File: src/rtl/tiny16_pkg.sv
// rtl/tiny16_pkg.sv - shared tiny16 constants: opcodes, register indices, in_sel codes, sequencer states
// Purpose: single source of encodings used by the register file, the control
//          sequencer and the future ALU.
// Ports:   none (package).
package tiny16_pkg;

  // Opcode field [15:12]
  localparam logic [3:0] OP_NOP  = 4'h0;
  localparam logic [3:0] OP_MOV  = 4'h1;
  localparam logic [3:0] OP_LDL  = 4'h2;
  localparam logic [3:0] OP_LDU  = 4'h3;
  localparam logic [3:0] OP_PUSH = 4'h4;
  localparam logic [3:0] OP_POP  = 4'h5;
  localparam logic [3:0] OP_CALL = 4'h6;
  localparam logic [3:0] OP_HALT = 4'hF;

  // Register-file indices with fixed roles
  localparam logic [3:0] REG_PC = 4'd1;
  localparam logic [3:0] REG_SP = 4'd2;
  localparam logic [3:0] REG_BA = 4'd3;
  localparam logic [3:0] REG_RA = 4'd4;

  // Register-file input mux encodings
  localparam logic [1:0] IN_SEL_SRC = 2'd0;
  localparam logic [1:0] IN_SEL_IMM = 2'd1;
  localparam logic [1:0] IN_SEL_MEM = 2'd2;

  typedef enum logic [2:0] {
    ST_FETCH    = 3'd0,
    ST_EXEC     = 3'd1,
    ST_CALL2    = 3'd2,
    ST_PUSH_MEM = 3'd3,
    ST_POP_MEM  = 3'd4,
    ST_HALT     = 3'd5
  } seq_state_e;

  typedef enum logic [2:0] {
    CLS_NOP  = 3'd0,
    CLS_MOV  = 3'd1,
    CLS_LDL  = 3'd2,
    CLS_LDU  = 3'd3,
    CLS_PUSH = 3'd4,
    CLS_POP  = 3'd5,
    CLS_CALL = 3'd6,
    CLS_HALT = 3'd7
  } op_class_e;

endpackage

File: src/rtl/regfile_seq_decode.sv
// rtl/regfile_seq_decode.sv - combinational instruction-register decode for regfile_seq
// Purpose: map the latched instruction word to an opcode class and extract the
//          dst/src register fields. With TINY16_STACK_EN undefined, PUSH, POP
//          and CALL decode as NOP.
// Ports:   ir_i       - latched instruction word
//          op_class_o - opcode class
//          dst_o      - IR[11:8] destination register index
//          src_o      - IR[7:4] source register index
module regfile_seq_decode
  import tiny16_pkg::*;
(
  input  logic [15:0] ir_i,
  output op_class_e   op_class_o,
  output logic [3:0]  dst_o,
  output logic [3:0]  src_o
);

  // Low nibble of imm8 is consumed by the register file, not by the sequencer.
  logic unused_imm_lo;
  assign unused_imm_lo = ^ir_i[3:0];

  assign dst_o = ir_i[11:8];
  assign src_o = ir_i[7:4];

  always_comb begin
    op_class_o = CLS_NOP;
    case (ir_i[15:12])
      OP_MOV:  op_class_o = CLS_MOV;
      OP_LDL:  op_class_o = CLS_LDL;
      OP_LDU:  op_class_o = CLS_LDU;
`ifdef TINY16_STACK_EN
      OP_PUSH: op_class_o = CLS_PUSH;
      OP_POP:  op_class_o = CLS_POP;
      OP_CALL: op_class_o = CLS_CALL;
`endif
      OP_HALT: op_class_o = CLS_HALT;
      default: op_class_o = CLS_NOP;
    endcase
  end

endmodule

File: src/rtl/regfile_seq.sv
// rtl/regfile_seq.sv - tiny16 multi-cycle register-file control sequencer
// Purpose: fetch instructions over a req/ack memory port, latch them into IR
//          and drive every register-file control line. Stack operations
//          (PUSH/POP/CALL) are compiled only when TINY16_STACK_EN is defined.
// Ports:   clk, rst_n          - clock, asynchronous active-low reset
//          mem_rdata, mem_ack  - memory read data (instruction / POP data), completion
//          mem_req, mem_we     - memory request and write qualifier
//          addr_sel            - 0 = PC, 1 = SP address source
//          src_sel, dst_sel    - register-file read / write selects
//          in_en, up_en, lo_en - full / upper-byte / lower-byte write enables
//          in_sel              - register-file input mux select
//          pc_inc, sp_inc, sp_dec - single-cycle step strobes
//          halted              - HALT has executed
module regfile_seq
  import tiny16_pkg::*;
#(
  parameter int SP_ADDR_EN_DEFAULT = 1
) (
  input  logic        clk,
  input  logic        rst_n,
  input  logic [15:0] mem_rdata,
  input  logic        mem_ack,
  output logic        mem_req,
  output logic        mem_we,
  output logic        addr_sel,
  output logic [3:0]  src_sel,
  output logic [3:0]  dst_sel,
  output logic        in_en,
  output logic        up_en,
  output logic        lo_en,
  output logic [1:0]  in_sel,
  output logic        pc_inc,
  output logic        sp_inc,
  output logic        sp_dec,
  output logic        halted
);

  localparam logic SP_ADDR_EN = (SP_ADDR_EN_DEFAULT != 0);

  seq_state_e  state_q, state_d;
  logic [15:0] ir_q, ir_d;
  op_class_e   op_class;
  logic [3:0]  ir_dst, ir_src;
  logic        stack_phase;

  regfile_seq_decode u_decode (
    .ir_i       (ir_q),
    .op_class_o (op_class),
    .dst_o      (ir_dst),
    .src_o      (ir_src)
  );

  // Next state and IR capture
  always_comb begin
    state_d = state_q;
    ir_d    = ir_q;
    case (state_q)
      ST_FETCH: begin
        if (mem_ack) begin
          ir_d    = mem_rdata;
          state_d = ST_EXEC;
        end
      end
      ST_EXEC: begin
        case (op_class)
`ifdef TINY16_STACK_EN
          CLS_CALL: state_d = ST_CALL2;
          CLS_PUSH: state_d = ST_PUSH_MEM;
          CLS_POP:  state_d = ST_POP_MEM;
`endif
          CLS_HALT: state_d = ST_HALT;
          default:  state_d = ST_FETCH;
        endcase
      end
`ifdef TINY16_STACK_EN
      ST_CALL2:    state_d = ST_FETCH;
      ST_PUSH_MEM: if (mem_ack) state_d = ST_FETCH;
      ST_POP_MEM:  if (mem_ack) state_d = ST_FETCH;
`endif
      ST_HALT:     state_d = ST_HALT;
      default:     state_d = ST_FETCH;
    endcase
  end

  always_ff @(posedge clk or negedge rst_n) begin
    if (!rst_n) begin
      state_q <= ST_FETCH;
      ir_q    <= 16'h0000;
    end else begin
      state_q <= state_d;
      ir_q    <= ir_d;
    end
  end

  // Output decode. Everything is gated by rst_n so that an asserted reset
  // drops mem_req (and ignores a stray mem_ack) before the next clock edge.
  always_comb begin
    mem_req     = 1'b0;
    mem_we      = 1'b0;
    stack_phase = 1'b0;
    src_sel     = ir_src;
    dst_sel     = ir_dst;
    in_en       = 1'b0;
    up_en       = 1'b0;
    lo_en       = 1'b0;
    in_sel      = IN_SEL_SRC;
    pc_inc      = 1'b0;
    sp_inc      = 1'b0;
    sp_dec      = 1'b0;
    halted      = 1'b0;
    if (rst_n) begin
      case (state_q)
        ST_FETCH: begin
          mem_req = 1'b1;
          pc_inc  = mem_ack;
        end
        ST_EXEC: begin
          case (op_class)
            CLS_MOV: in_en = 1'b1;
            CLS_LDL: begin
              in_sel = IN_SEL_IMM;
              lo_en  = 1'b1;
            end
            CLS_LDU: begin
              in_sel = IN_SEL_IMM;
              up_en  = 1'b1;
            end
`ifdef TINY16_STACK_EN
            CLS_CALL: begin
              src_sel = REG_PC;
              dst_sel = REG_RA;
              in_en   = 1'b1;
            end
            CLS_PUSH: sp_dec = 1'b1;
`endif
            default: ;
          endcase
        end
`ifdef TINY16_STACK_EN
        ST_CALL2: begin
          src_sel = REG_BA;
          dst_sel = REG_PC;
          in_en   = 1'b1;
        end
        ST_PUSH_MEM: begin
          mem_req     = 1'b1;
          mem_we      = 1'b1;
          stack_phase = 1'b1;
        end
        ST_POP_MEM: begin
          mem_req     = 1'b1;
          stack_phase = 1'b1;
          // POP data is written in the ack cycle, together with the SP step.
          if (mem_ack) begin
            in_sel = IN_SEL_MEM;
            in_en  = 1'b1;
            sp_inc = 1'b1;
          end
        end
`endif
        ST_HALT: halted = 1'b1;
        default: ;
      endcase
    end
  end

  // Stack phases always sequence; only the address source honours the parameter.
  assign addr_sel = stack_phase & SP_ADDR_EN;

endmodule

File: config.mk
export PLATFORM = sky130hd
export DESIGN_NAME = regfile_seq
export DESIGN_NICKNAME = d
export VERILOG_FILES = /design/src/rtl/tiny16_pkg.sv /design/src/rtl/regfile_seq_decode.sv /design/src/rtl/regfile_seq.sv
export SDC_FILE = /design/constraint.sdc
export NUM_CORES = 1
export LEC_CHECK = 0
export ABC_AREA = 1
export BUFFER_PORTS_ARGS = -buffer_cell sky130_fd_sc_hd__clkbuf_2
export CORE_MARGIN = 1.5
export CORE_UTILIZATION = 47
export CTS_CLUSTER_DIAMETER = 60
export DETAILED_ROUTE_END_ITERATION = 8
export GPL_TIMING_DRIVEN = 0
export PLACE_DENSITY = 0.81
export SKIP_LAST_GASP = 1
export SLEW_MARGIN = 20
export SYNTH_ARGS = -nofsm -noshare
export SYNTH_HDL_FRONTEND = slang
export SYNTH_SLANG_ARGS = --single-unit
File: constraint.sdc
create_clock -name clk -period 3.2 [get_ports clk]
set_clock_uncertainty 0.15 [all_clocks]
set_input_delay 0 -clock clk [delete_from_list [all_inputs] [get_ports clk]]
set_output_delay 0 -clock clk [all_outputs]
set_load 0.02 [all_outputs]
==> impl_metrics.json <==
{
  "status": "finished clean",
  "final.setup.tns_ns": 0,
  "final_common_cell": "nand2_1",
  "total_power_w": 0.0005374,
  "power_density_nw_per_um2": 460.3,
  "grt_pass1_wl_um": 3098,
  "crit_path_end_kind": "register",
  "crit_required_ns": 3.27,
  "maxCapViolCount": 0,
  "ios": 39,
  "vias": 780,
  "setup-violations-final": 0,
  "internal_power_w": 0.0003641,
  "path_max_fanout": 4,
  "start_util_pct": 50.50,
  "cp-start-kind": "register",
  "first_iter_violations": 9,
  "ys_types": 13,
  "dp_hpwl_um": 1057,
  "yosys.area_share.simple_pct": 35.03,
  "ys_seq_elements": 14,
  "die_w_um": 43.23,
  "clkSinkCount": 14,
  "drive_above_1_share_pct": 34.87,
  "slew_viol_final": 0,
  "synth_cells": 96,
  "numCtsBuffers": 3,
  "muxShareOfSynthArea_pct": 0,
  "pwr-share-seq_pct": 41.9,
  "reg2reg_from": "state_q[2]",
  "synth_compound_area_share_pct": 0,
  "met2_usage_pct": 39.70,
  "cts_tree": "yes",
  "min_period_ns": 2.141,
  "port_buffers": 29,
  "busiest_layer": "met2",
  "drt-wirelength-per-cell_um": 11.09,
  "track_usage_pct": 23.08,
  "synthToLayoutAreaGrowth_pct": 53.45,
  "pwr-share-comb_pct": 35.1,
  "synthesis.area_um2": 760.7,
  "synthXorXnorAreaFrac_pct": 0,
  "cts_max_level": 1,
  "mostFrequentLayoutCells": "nand2_1, clkbuf_2, dlygate4sd3_1",
  "met1_usage_pct": 25.14,
  "overflow": 0,
  "drc": 0,
  "die_area_um2": 1869,
  "antenna_found_initial": 0,
  "timing.fmax_mhz": 467.1,
  "grt_pass1_vias": 755,
  "postRouteAntennaNets": 0,
  "hold_viol": 0,
  "clock-root-buffer": "clkbuf_4",
  "switching_share_pct": 32.24,
  "gp_congestion": 0.7417,
  "cts.clk_slew.worst_paths_ns": 0.08,
  "p_leak_nw": 0.6747,
  "crit_start": "state_q[2]",
  "grt_max_degree": 17,
  "rsz0062_at_grt": "false",
  "firstDrtPassIters": 4,
  "die_y_um": 43.23,
  "wl_um": 1863,
  "pwr-share-clk_pct": 23.0,
  "nets": 172,
  "use_met3_pct": 4.681,
  "fp-row-count": 14,
  "fillers": 113,
  "power_switching_w": 0.0001733,
  "routed_via_density": 4.643,
  "clk_path_buf_depth": 2,
  "core_um2": 1506,
  "period_share_pct": 66.91,
  "worstPathArrival_ns": 2.21,
  "path_class": "reg -> reg",
  "antenna_cells": 0,
  "insertion_delay_ns": 0.27,
  "syn_area_per_cell_um2": 7.924,
  "hp-class": "in -> async",
  "synth_top_family_by_area": "simple AND/OR/NAND/NOR gates",
  "ys_seq_area_share_pct": 46.05,
  "synth_fa_ha_area_share_pct": 0,
  "ys_warn_count": 0,
  "ir_drop_uv": 300.3
}
[metal layers]
layer / wire length, µm / up-vias
met1: 738 / 345
met2: 970 / 35
met5: 0 / -
li1: - / 394
met4: 51 / 0
met3: 104 / 6
[worst max-delay path, cell delays in order (launching register included)]
cell,delay (ns)
dfrtp_1,0.44
nor2_4,0.21
nand3_1,0.09
dlygate4sd3_1,0.57
nand2_1,0.08
dlygate4sd3_1,0.55
[per-stage QoR]
step | util, % | cell area [µm²] | std cells | setup WS [ns] | hold slack [ns]
finish | 77.49 | 1167 | 168 | 1.059 | 0.01249
floorplan | - | 775.7 | 100 | 2.071 | -0.4456
detailed placement | 62.46 | 940.9 | 145 | 1.954 | -0.2127
CTS | 77.49 | 1167 | 168 | 1.109 | 0.02733
global route | 77.49 | 1167 | 168 | 0.9483 | 0.04626
global placement | 62.46 | 940.9 | 145 | 1.974 | -0.2186
[sequential cells by signal, summed over array words and instances (netlist names)]
register  cells
ir_q         12
state_q       2
[kinds of logic (layout without fill, tap and decap cells)]
kind of cell,Yosys count,after routing
buffers and inverters,21,73
AND/OR/NAND/NOR,60,60
other,1,5
flip-flops,14,14
[cell usage after synthesis]
cell type	n	area [µm²]
nor3_1	1	5.000
nand2_4	1	11.26
buf_2	1	5.000
conb_1	1	3.750
dfrtp_1	14	350.3
nor2_4	1	11.26
nand3_1	16	80.08
buf_4	14	105.1
buf_6	1	11.26
inv_1	5	18.77
nand2_1	31	116.4
nor2_2	2	12.51
nor2_1	8	30.03
[final timing paths]
kind	slack (ns)	cells past startpoint	to
min	0.01	2	ir_q[12]
max in group asynchronous	2.61	2	ir_q[7]
max reg2reg	1.06	5	ir_q[10]
min in group clk	0.07	4	state_q[0]
min reg2reg	0.33	2	ir_q[8]
max	1.06	5	ir_q[10]
[area by class of cell]
| type | count | area, µm² | share of cell area, % |
|---|---|---|---|
| clock buffer | 4 | 36.28 | 3.108 |
| buffer | 16 | 121.4 | 10.40 |
| inverter | 5 | 18.77 | 1.608 |
| sequential | 14 | 350.3 | 30.01 |
| timing repair buffer | 48 | 335.3 | 28.72 |
| tap | 16 | 20.02 | 1.715 |
| multi-input combinational | 65 | 285.3 | 24.44 |
[power by group through the flow]
stage                     combinational (W)  clock, W  sequential, W
after CTS                          0.000185  0.000126       0.000224
after global routing               0.000206  0.000136       0.000229
final                              0.000189  0.000123       0.000225
after global placement             0.000154         0       0.000226
after detailed placement           0.000157         0       0.000227
after floorplan                    0.000117         0       0.000223
[repair_timing]
item	4_1_cts	5_1_grt
setup endpoints to repair	0	0
gates resized for setup	0	0
hold buffers	19	0
buffers inserted	0	0
endpoints found under the hold margin	26	0
No activity file was read; power rests on OpenSTA's default activity.
